--- config.mk ---
export PLATFORM = sky130hd
export DESIGN_NAME = ir_adc_scheduler
export DESIGN_NICKNAME = d
export VERILOG_FILES = /design/src/rtl/wall_follower_pkg.sv /design/src/rtl/tick_divider.sv /design/src/rtl/ir_adc_scheduler.sv
export SDC_FILE = /design/constraint.sdc
export NUM_CORES = 1
export LEC_CHECK = 0
export ABC_AREA = 1
export BUFFER_PORTS_ARGS = -buffer_cell sky130_fd_sc_hd__buf_2
export CAP_MARGIN = 25
export CORE_MARGIN = 1.5
export CORE_UTILIZATION = 50
export CTS_BUF_LIST = sky130_fd_sc_hd__clkbuf_4 sky130_fd_sc_hd__clkbuf_8
export DETAILED_ROUTE_END_ITERATION = 7
export GPL_ROUTABILITY_DRIVEN = 0
export PLACE_DENSITY_LB_ADDON = 0.2
export REMOVE_ABC_BUFFERS = 1
export SETUP_SLACK_MARGIN = 0.1
export SLEW_MARGIN = 20
export SYNTH_ARGS = -nofsm -noshare
export SYNTH_HDL_FRONTEND = slang
export SYNTH_HIERARCHICAL = 1
export SYNTH_SLANG_ARGS = --single-unit
--- constraint.sdc ---
create_clock -name clk -period 4 [get_ports clk]
set_input_delay 0.4 -clock clk [delete_from_list [all_inputs] [get_ports clk]]
set_output_delay 0.4 -clock clk [all_outputs]
set_load 0.005 [all_outputs]
--- src/rtl/wall_follower_pkg.sv ---
// Shared widths and scheduler state type for the IR range-sensor front end.
package wall_follower_pkg;

  localparam int unsigned ADC_W      = 16;
  localparam int unsigned DIST_W     = 7;
  localparam int unsigned DRP_ADDR_W = 7;

  typedef enum logic [1:0] {
    IDLE,
    REQ,
    WAIT,
    LUT
  } sched_state_t;

endpackage

--- src/rtl/tick_divider.sv ---
// Free-running period counter; emits a one-cycle tick at count DIV-1 and is held at 0
// while disabled.
module tick_divider #(
  parameter int unsigned DIV = 100000
) (
  input  logic clk,
  input  logic reset,
  input  logic enable,
  output logic tick
);

  localparam int unsigned CNT_W = (DIV > 1) ? $clog2(DIV) : 1;
  localparam logic [CNT_W-1:0] CNT_MAX = CNT_W'(DIV - 1);

  logic [CNT_W-1:0] cnt_q, cnt_d;

  always_comb begin
    cnt_d = '0;
    if (enable && (cnt_q != CNT_MAX)) begin
      cnt_d = cnt_q + CNT_W'(1);
    end
  end

  always_ff @(posedge clk or posedge reset) begin
    if (reset) begin
      cnt_q <= '0;
    end else begin
      cnt_q <= cnt_d;
    end
  end

  assign tick = enable && (cnt_q == CNT_MAX);

endmodule

--- src/rtl/ir_adc_scheduler.sv ---
// Sequences NUM_CH IR sensors through a shared DRP read port and a shared registered
// ADC->distance LUT once per sample period, holding the latest distance per channel.
module ir_adc_scheduler
  import wall_follower_pkg::*;
#(
  parameter int unsigned            NUM_CH       = 4,
  parameter int unsigned            SAMPLE_DIV   = 100000,
  parameter logic [DRP_ADDR_W-1:0]  CH_ADDR_BASE = 7'h10,
  parameter int unsigned            DRP_TIMEOUT  = 255,
  parameter int unsigned            LUT_LAT      = 1
) (
  input  logic                     clk,
  input  logic                     reset,
  input  logic                     enable,
  input  logic                     clear_err,
  output logic                     drp_den,
  output logic [DRP_ADDR_W-1:0]    drp_daddr,
  input  logic                     drp_drdy,
  input  logic [ADC_W-1:0]         drp_do,
  output logic [ADC_W-1:0]         lut_adc_data,
  input  logic [DIST_W-1:0]        lut_distance_cm,
  output logic [DIST_W*NUM_CH-1:0] distance_cm,
  output logic [NUM_CH-1:0]        dist_valid,
  output logic                     frame_done,
  output logic [NUM_CH-1:0]        timeout_err,
  output logic                     overrun
);

  localparam int unsigned CH_W  = (NUM_CH > 1) ? $clog2(NUM_CH) : 1;
  localparam int unsigned TMO_W = $clog2(DRP_TIMEOUT + 1);
  localparam int unsigned LC_W  = (LUT_LAT > 0) ? $clog2(LUT_LAT + 1) : 1;

  localparam logic [CH_W-1:0]  LAST_CH  = CH_W'(NUM_CH - 1);
  localparam logic [TMO_W-1:0] TMO_LAST = TMO_W'(DRP_TIMEOUT - 1);
  localparam logic [LC_W-1:0]  LUT_LAST = LC_W'(LUT_LAT);

  sched_state_t             state_q, state_d;
  logic [CH_W-1:0]          ch_q, ch_d;
  logic [TMO_W-1:0]         tmo_q, tmo_d;
  logic [LC_W-1:0]          lut_cnt_q, lut_cnt_d;
  logic [ADC_W-1:0]         adc_q, adc_d;
  logic [DIST_W*NUM_CH-1:0] dist_q, dist_d;
  logic [NUM_CH-1:0]        valid_q, valid_d;
  logic [NUM_CH-1:0]        terr_q, terr_d;
  logic                     overrun_q, overrun_d;
  logic                     frame_done_q, frame_done_d;
  logic                     advance;
  logic                     tick;

  tick_divider #(
    .DIV (SAMPLE_DIV)
  ) u_tick_divider (
    .clk    (clk),
    .reset  (reset),
    .enable (enable),
    .tick   (tick)
  );

  always_comb begin
    state_d      = state_q;
    ch_d         = ch_q;
    tmo_d        = tmo_q;
    lut_cnt_d    = lut_cnt_q;
    adc_d        = adc_q;
    dist_d       = dist_q;
    valid_d      = valid_q;
    terr_d       = terr_q;
    overrun_d    = overrun_q;
    frame_done_d = 1'b0;
    advance      = 1'b0;

    // Clear first so a coincident new error still lands.
    if (clear_err) begin
      terr_d    = '0;
      overrun_d = 1'b0;
    end
    if (tick && (state_q != IDLE)) begin
      overrun_d = 1'b1;
    end

    unique case (state_q)
      IDLE: begin
        if (tick) begin
          ch_d    = '0;
          state_d = REQ;
        end
      end
      REQ: begin
        tmo_d   = '0;
        state_d = WAIT;
      end
      WAIT: begin
        if (drp_drdy) begin
          adc_d     = drp_do;
          lut_cnt_d = '0;
          state_d   = LUT;
        end else if (tmo_q == TMO_LAST) begin
          terr_d[ch_q] = 1'b1;
          advance      = 1'b1;
        end else begin
          tmo_d = tmo_q + TMO_W'(1);
        end
      end
      LUT: begin
        if (lut_cnt_q == LUT_LAST) begin
          dist_d[ch_q*DIST_W +: DIST_W] = lut_distance_cm;
          valid_d[ch_q]                 = 1'b1;
          advance                       = 1'b1;
        end else begin
          lut_cnt_d = lut_cnt_q + LC_W'(1);
        end
      end
      default: state_d = IDLE;
    endcase

    // Losing enable lets the current channel finish, then parks without a frame pulse.
    if (advance) begin
      if (!enable) begin
        state_d = IDLE;
      end else if (ch_q == LAST_CH) begin
        frame_done_d = 1'b1;
        state_d      = IDLE;
      end else begin
        ch_d    = ch_q + CH_W'(1);
        state_d = REQ;
      end
    end
  end

  always_ff @(posedge clk or posedge reset) begin
    if (reset) begin
      state_q      <= IDLE;
      ch_q         <= '0;
      tmo_q        <= '0;
      lut_cnt_q    <= '0;
      adc_q        <= '0;
      dist_q       <= '0;
      valid_q      <= '0;
      terr_q       <= '0;
      overrun_q    <= 1'b0;
      frame_done_q <= 1'b0;
    end else begin
      state_q      <= state_d;
      ch_q         <= ch_d;
      tmo_q        <= tmo_d;
      lut_cnt_q    <= lut_cnt_d;
      adc_q        <= adc_d;
      dist_q       <= dist_d;
      valid_q      <= valid_d;
      terr_q       <= terr_d;
      overrun_q    <= overrun_d;
      frame_done_q <= frame_done_d;
    end
  end

  assign drp_den      = (state_q == REQ);
  assign drp_daddr    = CH_ADDR_BASE + DRP_ADDR_W'(ch_q);
  assign lut_adc_data = adc_q;
  assign distance_cm  = dist_q;
  assign dist_valid   = valid_q;
  assign timeout_err  = terr_q;
  assign overrun      = overrun_q;
  assign frame_done   = frame_done_q;

endmodule
==> reports/metrics.cfg <==
[outcome]
status = completed

[synthesis]
synth-seq-area-share = 0.5006
synth-seq-cells = 84
syn_area_per_cell_um2 = 8.552
ys_warn_count = 6
synth_cell_type_count = 32
syn_area_mm2 = 0.004199
synthTopCellsByArea = dfrtp_1, nand2_1, o21ai_0
synth.top_cell.area_share = 0.5006
syn_inst = 491
synth_largest_area_cell = dfrtp_1

[sta]
finalHoldViolations = 0
min_period_ns = 2.009
fin_worst_skew_ns = 0.01369
relSlewSlack = 0.5794
tightest_slew_ns = 0.6302
rsz0062_at_grt = false
drv_slew = 0
layout_worst_path_cycle_share = 0.5022
final-setup-viol-count = 0
setup_tns_ns = 0
hold_ws_ns = 0.2274
max_freq_mhz = 497.8

[worst_setup_path]
cp.arrival_ns = 2.31
rrSetupSlack_ns = 1.99
crit_required_ns = 4.30
cp_top_family = buffers and inverters
r2r_cells = 6
reg2reg_from = state_q[0]
crit_path_end_kind = flop
crit_buf_inv = 2
worst_setup_path_start_kind = flop
r2r_end = lut_adc_data[15]
crit_type = flop to flop
max_stage_delay_ns = 0.47
path_cells = inv_1 > ha_1 > nand2_2 > inv_1 > nand2_1 > nand2_1
cp_slowest_cell = inv_1
cp_max_fo = 19

[cells_and_area]
fillers = 765
final_util = 0.6006
finish.instance_area_mm2 = 0.004910
final_common_cell = nand2_1
mostFrequentLayoutCells = nand2_1, dfrtp_1, buf_2, o21ai_0, inv_1
fin_nets = 622
area_growth_pct = 16.92
diodes = 0
drive_gt1_frac = 0.2539

[drt]
top_layer_used = met4
wl_met2_um = 4406
drc = 0
totalWireLength_um = 8970
vias = 3455
wl_met1_um = 4028
ant_nets = 0
first_pass_iters = 4
avgViaCountPerCell = 5.022
avgRoutedWirePerCell_um = 13.04
wl_met3_um = 398
drtIter0Drc = 211

[hold_path]
hp-start = drp_do[7]
hold_depth = 3
min_to = lut_adc_data[7]
hold_class = input pin to flop

[global_routing]
grt_max_degree = 46
grt-ovfl-total = 0
antenna_found_initial = 0
grt_pass1_wl_um = 15640
grtUsageTotal = 0.2242
grt_pass1_vias = 3400

[floorplan]
die_h_um = 94.64
rows = 33
dieArea_mm2 = 0.008957
fp.dieW_um = 94.64
initial_core_util = 0.5136
pin_count = 90
coreArea_mm2 = 0.008175

[clock_tree]
cts_resized = 0
worstSkewPairLatency_ns = 0.36
clockBufferDepth = 2
clock_sinks = 84
cts-root-buf = clkbuf_8
path_clk_slew_ns = 0.09
numCtsBuffers = 9
htree_levels = 3
cts_tree = yes

[pwr]
ir_drop_mv = 0.3588
power_density_mw_per_mm2 = 601.1
p_leak_uw = 0.002482

[run]
maxCapViolCount = 0

[place]
post-dp-hpwl_um = 6526
placed_area_mm2 = 0.004668
io_buffers = 84

[flip-flops by register name, indices dropped and copies added, names as in the netlist]
signal                cells
ch_q                      2
dist_valid                4
distance_cm              28
frame_done                1
lut_adc_data             16
lut_cnt_q                 1
overrun                   1
state_q                   2
timeout_err               4
tmo_q                     8
u_tick_divider/cnt_q     17
[stage by stage]
step / setup WS, ns / power [uW] / cells
2_1_floorplan: 1.917 / 1889 / 479
3_3_place_gp: 2.049 / 2310 / 670
3_5_place_dp: 2.002 / 2338 / 670
4_1_cts: 1.958 / 2980 / 686
5_1_grt: 1.702 / 3197 / 688
6_report: 1.991 / 2951 / 688
[cell type report]
cell class              instances  area (um^2)  share of cell area
flip-flops and latches         84         2102              0.4281
well taps                     105        131.4             0.02676
clock buffers                  11        151.4             0.03084
inverters                      49        183.9             0.03746
clock inverters                 5        60.06             0.01223
repair buffers                 88        465.4             0.09480
multi-input cells             346         1815              0.3698
[repair_timing]
item                                   CTS  global route
setup buffers                            0             0
hold buffers                             0             1
endpoints found under the hold margin    0             3
[power breakdown]
group	internal (uW)	total [uW]	switching [uW]
registers	1100	1270	171
clock network	324	631	308
logic	407	1050	639
[worst register-to-register path, stage by stage, from the launching register on]
cell and delay (ns):
dfrtp_1 0.43, inv_1 0.13, ha_1 0.40, nand2_2 0.34, inv_1 0.48, nand2_1 0.11, nand2_1 0.08
[Yosys cell counts (all sizes together)]
cell      n
xnor2     4
nor2     55
nor3      1
inv      46
or2       1
buf      10
xor2      4
dfrtp    84
o21ai    58
clkinv    3
o21bai    7
ha       16
a21oi     2
a22o      2
nand4     4
nand3    43
nand2   144
clkbuf    5
conb      2
[per-layer routing]
metal / up-vias / global-route usage
met5: - / 0
li1: 1723 / -
met2: 69 / 0.3661
met3: 14 / 0.04992
met4: 0 / 0.08582
met1: 1649 / 0.2904
[worst max-delay path by stage]
| stage | from | cells after the start | end |
|---|---|---|---|
| floorplan | reset | 1 | ch_q[0] |
| global placement | ch_q[0] | 6 | distance_cm[18] |
| detailed placement | state_q[0] | 6 | lut_adc_data[15] |
| CTS | state_q[0] | 6 | lut_adc_data[15] |
| global route | state_q[0] | 6 | lut_adc_data[15] |
| finish | state_q[0] | 6 | lut_adc_data[15] |
[logic make-up after synthesis]
family          share of synthesized area
simple gates                       0.2682
flops                              0.5006
compound gates                    0.09535
buf+inv                           0.06973
fa+ha+maj                         0.04768
xor+xnor                          0.01668
other cells                      0.001789
(Power assumes the default switching activity.)
